--- src/rtl/clk_pulse_scheduler.sv ---
// clk_pulse_scheduler: sequences a programmable gated clock/pulse burst from a latched config.
module clk_pulse_scheduler #(
    parameter int CNT_W   = 16,
    parameter int BURST_W = 8
) (
    input  logic               clk,
    input  logic               rst,
    input  logic               cfg_valid,
    output logic               cfg_ready,
    input  logic [CNT_W-1:0]   cfg_half_period,
    input  logic               cfg_start_value,
    input  logic [BURST_W-1:0] cfg_burst,
    input  logic               start,
    input  logic               stop,
    output logic               gen_out,
    output logic               tick,
    output logic               busy,
    output logic               done,
    output logic [CNT_W-1:0]   edge_count
);
    typedef enum logic [1:0] {IDLE, RUN, DONE} state_t;
    state_t state, state_n;
    logic [CNT_W-1:0]   half, half_n, cnt, cnt_n, edge_n, cfg_half;
    logic [BURST_W-1:0] burst, burst_n, left, left_n;
    logic               sv, sv_n, gen_n, tick_n;
    assign cfg_half = (cfg_half_period == '0) ? CNT_W'(1) : cfg_half_period;
    // A finished burst is retired one cycle after its last toggle so that toggle stays visible.
    always_comb begin
        state_n = state;
        half_n  = half;
        sv_n    = sv;
        burst_n = burst;
        cnt_n   = cnt;
        left_n  = left;
        gen_n   = gen_out;
        tick_n  = 1'b0;
        edge_n  = edge_count;
        case (state)
            IDLE: begin
                if (cfg_valid) begin
                    half_n  = cfg_half;
                    sv_n    = cfg_start_value;
                    burst_n = cfg_burst;
                end
                if (start && !stop) begin
                    state_n = RUN;
                    gen_n   = sv_n;
                    cnt_n   = half_n - CNT_W'(1);
                    left_n  = burst_n;
                    edge_n  = '0;
                end
            end
            RUN: begin
                if (stop || (burst != '0 && left == '0)) begin
                    state_n = DONE;
                    gen_n   = 1'b0;
                end else if (cnt != '0) begin
                    cnt_n = cnt - CNT_W'(1);
                end else begin
                    gen_n  = !gen_out;
                    tick_n = 1'b1;
                    edge_n = edge_count + CNT_W'(1);
                    cnt_n  = half - CNT_W'(1);
                    left_n = (burst != '0) ? left - BURST_W'(1) : left;
                end
            end
            default: begin
                state_n = IDLE;
                gen_n   = 1'b0;
            end
        endcase
    end
    always_ff @(posedge clk) begin
        if (rst) begin
            state      <= IDLE;
            half       <= CNT_W'(1);
            sv         <= 1'b0;
            burst      <= '0;
            cnt        <= '0;
            left       <= '0;
            gen_out    <= 1'b0;
            tick       <= 1'b0;
            busy       <= 1'b0;
            done       <= 1'b0;
            cfg_ready  <= 1'b1;
            edge_count <= '0;
        end else begin
            state      <= state_n;
            half       <= half_n;
            sv         <= sv_n;
            burst      <= burst_n;
            cnt        <= cnt_n;
            left       <= left_n;
            gen_out    <= gen_n;
            tick       <= tick_n;
            busy       <= (state_n == RUN);
            done       <= (state_n == DONE);
            cfg_ready  <= (state_n == IDLE);
            edge_count <= edge_n;
        end
    end
endmodule

--- config.mk ---
export PLATFORM = sky130hd
export DESIGN_NAME = clk_pulse_scheduler
export DESIGN_NICKNAME = d
export VERILOG_FILES = /design/src/rtl/clk_pulse_scheduler.sv
export SDC_FILE = /design/constraint.sdc
export NUM_CORES = 1
export LEC_CHECK = 0
export BUFFER_PORTS_ARGS = -buffer_cell sky130_fd_sc_hd__buf_2
export CAP_MARGIN = 20
export CORE_MARGIN = 2
export CORE_UTILIZATION = 50
export CTS_BUF_LIST = sky130_fd_sc_hd__clkbuf_16
export DETAILED_ROUTE_END_ITERATION = 8
export PLACE_DENSITY = 0.8
export SYNTH_ARGS = -nofsm -noshare
export SYNTH_HDL_FRONTEND = slang
export SYNTH_SLANG_ARGS = --single-unit
--- constraint.sdc ---
create_clock -name clk -period 9.1 [get_ports clk]
set_input_delay 2.73 -clock clk [delete_from_list [all_inputs] [get_ports clk]]
set_output_delay 2.73 -clock clk [all_outputs]
set_load 0.005 [all_outputs]
# [Word-level counts from Yosys, hierarchy flattened]
# Index checks and enable logic that the tools add are counted.
[totals] regBits=72 output_inout_bits=21
[op_classes] add_sub_neg=5 eq_ne=8 mux=26 bitwise_logic=1 n_reduce_logical=17
[op_table] cell="$mux 16" n=9
[op_table] cell="$pmux 16 s2" n=2
[op_table] cell="$sub 16x1->16 const B" n=3
[op_table] cell="$mux 8" n=5
[op_table] cell="$add 16x1->16 const B" n=1
[op_table] cell="$logic_not 16->1" n=1
[op_table] cell="$pmux 8 s2" n=1
[op_table] cell="$reduce_bool 16->1" n=1
[op_table] cell="$logic_not 8->1" n=1
[op_table] cell="$ne 2x2->1 const B" n=4
[op_table] cell="$reduce_bool 8->1" n=1
[op_table] cell="$sub 8x1->8 const B" n=1
[op_table] cell="$mux 1" n=5
[op_table] cell="$reduce_and 5->1" n=1
[op_table] cell="$eq 2x1->1 const B" n=2
[op_table] cell="$logic_not 2->1" n=2
[op_table] cell="$mux 2" n=2
[op_table] cell="$pmux 2 s2" n=1
[op_table] cell="$reduce_and 4->1" n=1
[op_table] cell="$ne 3x3->1 const B" n=1
[op_table] cell="$reduce_and 3->1" n=1
[op_table] cell="$reduce_or 3->1" n=1
[op_table] cell="$eq 2x2->1 const B" n=1
[op_table] cell="$logic_and 1x1->1" n=2
[op_table] cell="6 further kinds" n=7

# [Longest topological paths before layout]
[depth] depth_word=7 mapped_depth=12 mapped_depth_nobuf=10

# [Worst setup path after synthesis]
# No wires, ideal clock.
[synth_timing] kind="input port to flip-flop" start="in cfg_valid" end="reg cnt[12]" t_arrival_ns=4.773 path_slack_ns=4.194 stages=10 n_path_buf=2 path_cell_list="clkbuf_1 nor2_1 a21o_1 buf_2 a222oi_1 ha_1 nand2_2 or4_1 nand3_1 a21oi_1"
[synth_via] elab_chain_len=5
[synth_lines] element="start: declaration" line="8" text="input logic cfg_valid,"
[synth_lines] element="$mux 16" line="40" text="if (cfg_valid) begin"
[synth_lines] element="$mux 16" line="38" text="case (state)"
[synth_lines] element="$sub 16x1->16" line="48" text="cnt_n = half_n - CNT_W'(1);"
[synth_lines] element="$mux 16" line="45" text="if (start && !stop) begin"
[synth_lines] element="$pmux 16 s2" line="38"
[synth_lines] element="end signal: assignment" line="92" text="cnt <= cnt_n;"
[synth_lines] element="end: declaration" line="23" text="logic [CNT_W-1:0] half, half_n, cnt, cnt_n, edge_n, cfg_half;"
# No other way between the ends. The select of a mux whose other input is x is not followed.
# A chain may end at the register's enable or synchronous reset.

# [Worst setup path after layout]
[layout_timing] start="in cfg_valid" end="reg cnt[5]"
# Same word-level chain as after synthesis.

==> metrics.txt <==
Worst-Margin Slew roughly 1.1 ns; mapped cell area 3680 µm²; Remaining DRCs 0; Buffers on Ports 50; critical path fanouts, max 17; TritonCTS buffer count 9; power per cell area just under 200 nW/µm²; routed wire length between 9000 and 10,000 µm; Seq/Total Area, Yosys between 30% and 40%; Int Power ~0.00057 W; synth unique cells 60; RSZ-0062 raised after global routing no; Sw Share a little under a third; xor-xnor portion of the synthesized cell area approximately 5.0%; Critical Path Sink Type flip-flop; max_slew headroom between 20% and 30%; Setup CP Type in2reg; Clock Latency Late Sink approximately 0.33 ns; GR Util met2 37.5%; EDFF count, synth 0; WP data required approximately 9.3 ns; Final nets about 520; total iterations of the first detailed-routing run 5; clock power share approximately 39%; Final Hold Vio Count 0; R2R cell count 8; die area about 8000 µm²; P_sw between 0.0002 and 0.00025 W; number of setup buffers added after CTS 0; Leakage Power around 1.7 nW; Peak supply drop between 90 and 100 µV; Area contributors post-synth dfxtp_1, nand2_1, a21oi_1; placed insts about 570; largest area contributor in the netlist dfxtp_1; Initial DRC Count about 550; Clock Tree Buf Depth 2; Synth Area per Inst ~8.2 µm²; WHS Path Cells 2; core area ~7200 µm²; clock tree root driver cell clkbuf_16; Global Route Usage Sum about a quarter; antenna violations before repair 0; met3 Use GR 5.95%; post-synthesis async set-or-reset flop share 0%; Vias per Instance between 6 and 7; CTS tree done; hold worst-path end half[8]$_SDFFE_PP0P_; largest net degree at the start of global routing 66; Final setup viols 0; dpl hpwl 6300 µm; Die Y approximately 90 µm; GR peak layer met2; Reg power frac 42.7%; Final GP Congestion approximately 0.89; Tcrit/Tclk final between 50% and 60%; final core utilization 58.4%; post-synthesis compound-gate area fraction 20.5%; Ant. Diodes 0; HP Start half[8]$_SDFFE_PP0P_; WL per Instance between 15 and 20 µm; I/O pin cnt between 50 and 60; Row Count 31; combinational share of power approximately 18%; max_cap viols 0; via count ~3,600; worst min path class reg2reg; most common cell in the synthesized netlist dfxtp_1; Setup crit start kind input port; FF+latch count, synth 72; first-pass GRT wire length ~16,000 µm; post-detailed-route count of antenna-violating nets 0; slowest stage delay, CP a little over 0.7 ns; reg2reg setup slack around 5.4 ns; cells after synthesis roughly 450; clock sink count a little over 70; Adder-Cell Fraction of Synth Area under 10%; die width 89.8 µm; met1 Usage GRT a little under a third; slowest CP cell a222oi_1; Period minus WS final about 5.1 ns; R2R Path Start state[1]$_SDFF_PP0_; Layout Cells excl Fill 588; clk slew on worst S/H paths 0.06 ns; initial core utilization between 50 and 60%; Area Growth Syn to Fin 13.9%; Pins Over Slew Limit 0; Post-synth top flop dfxtp_1; FMAX roughly 200 MHz; H-tree depth 3; Worst Path Arrival 5.33 ns; synth cell count leaders dfxtp_1, nand2_1, nor2_1, a21oi_1, clkbuf_1; skew final between 0.003 and 0.004 ns; outcome finished, final reports clean; setup TNS 0 ns; Yosys top cell area share about two fifths; post-synthesis net count a little under 500; Hold-fix buffers, CTS 0; Warnings, synthesis 0; Remaining Overflow, GRT 0; most frequent CP cell nor2_1; Synth Area in Simple Gates between 20% and 30%; main combinational cell family by area after synthesis simple AND/OR/NAND/NOR gates; vias in the first global route 3,306; share of layout cells above drive strength 1 around 17%; Resize count post-CTS 0; worst flop-to-flop path endpoint cnt[5]$_SDFFE_PP0P_; worst path cell trace buf_2, nor2_1, a21o_1, a222oi_1, nand3_2, nor2_1, mux2_2, a311oi_1; post-synthesis mux area share roughly 4.2%
[per-layer routing]
layer  up-vias  routed length [µm]
met1      1670                4160
li1       1710                   -
met4         0                 116
met3        13                 678
met2       159                4360
met5         -                   0
[worst max path at each step]
| stage | start | endpoint | slack [ns] |
|---|---|---|---|
| 2_1_floorplan | cfg_valid | cnt[12]$_SDFFE_PP0P_ | 4.19 |
| 3_3_place_gp | cfg_valid | cnt[5]$_SDFFE_PP0P_ | 3.87 |
| 3_5_place_dp | cfg_valid | cnt[5]$_SDFFE_PP0P_ | 3.77 |
| 4_1_cts | cfg_valid | cnt[5]$_SDFFE_PP0P_ | 4.09 |
| 5_1_grt | cfg_valid | cnt[15]$_SDFFE_PP0P_ | 3.84 |
| 6_report | cfg_valid | cnt[5]$_SDFFE_PP0P_ | 4.01 |
[per-stage QoR]
| stage | setup WS [ns] | cell area, µm² | power (W) | hold slack (ns) |
|---|---|---|---|---|
| after floorplan | 4.19 | 3680 | 0.000466 | 0.433 |
| after global placement | 3.87 | 3920 | 0.000496 | 0.442 |
| after detailed placement | 3.77 | 3920 | 0.000501 | 0.449 |
| after CTS | 4.09 | 4190 | 0.000820 | 0.457 |
| after global routing | 3.84 | 4190 | 0.000858 | 0.480 |
| final | 4.01 | 4190 | 0.000821 | 0.458 |
[cells by family after synthesis]
logic type,count (synthesis)
muxes,15
and+or+nand+nor,196
xor gates and xnor gates,21
AOI/OAI and AO/OA,110
adders and majority gates,3
buffers and inverters,34
DFF,72
[critical path, delay by kind of cell]
kind | cells | cell delay, ns
buffers and inverters | 1 | 0.34
and+or+nand+nor | 3 | 0.61
muxes | 1 | 0.34
AOI/OAI and AO/OA | 3 | 1.30
[cell type report]
cell class,instances,area [µm²]
multi-input combinational,345,2070
fill,650,2980
tap,99,124
timing repair buffer,52,265
clock inverter,7,47.5
inverter,4,15.0
clock buffer,9,225
sequential,72,1440
[placed cells by master, fill, tap and decap left out, types with 3 or more instances in the layout]
cell / instances
nand3_1: 14
nor2_1: 48
buf_2: 50
or4_1: 5
nand4_1: 5
nand2_1: 69
and3_1: 3
a22o_1: 4
a22oi_1: 3
nand3b_1: 5
nor3b_1: 5
xor2_1: 19
ha_1: 3
o21ai_0: 16
a222oi_1: 7
mux2i_1: 11
a21oi_1: 38
mux2_2: 4
a211oi_1: 12
o32a_1: 4
nor3_1: 13
dfxtp_1: 72
clkinv_2: 3
and2_1: 4
inv_1: 4
clkbuf_16: 9
nor4_1: 11
o31ai_1: 3
[sequential cells by signal, summed over array words and instances (netlist names)]
name and count:
done 1, cfg_ready 1, sv 1, cnt 16, gen_out 1, burst 8, edge_count 16, half 16
state 2, busy 1, left 8, tick 1
[power groups by stage]
stage                     Clock (W)  Sequential (W)  Combinational, W
after floorplan                   0        0.000352          0.000114
after global placement            0        0.000356          0.000140
after detailed placement          0        0.000356          0.000144
after CTS                  0.000325        0.000350          0.000146
after global routing       0.000341        0.000353          0.000164
final                      0.000323        0.000350          0.000148
Note: power is estimated with default switching activity, not from simulation.
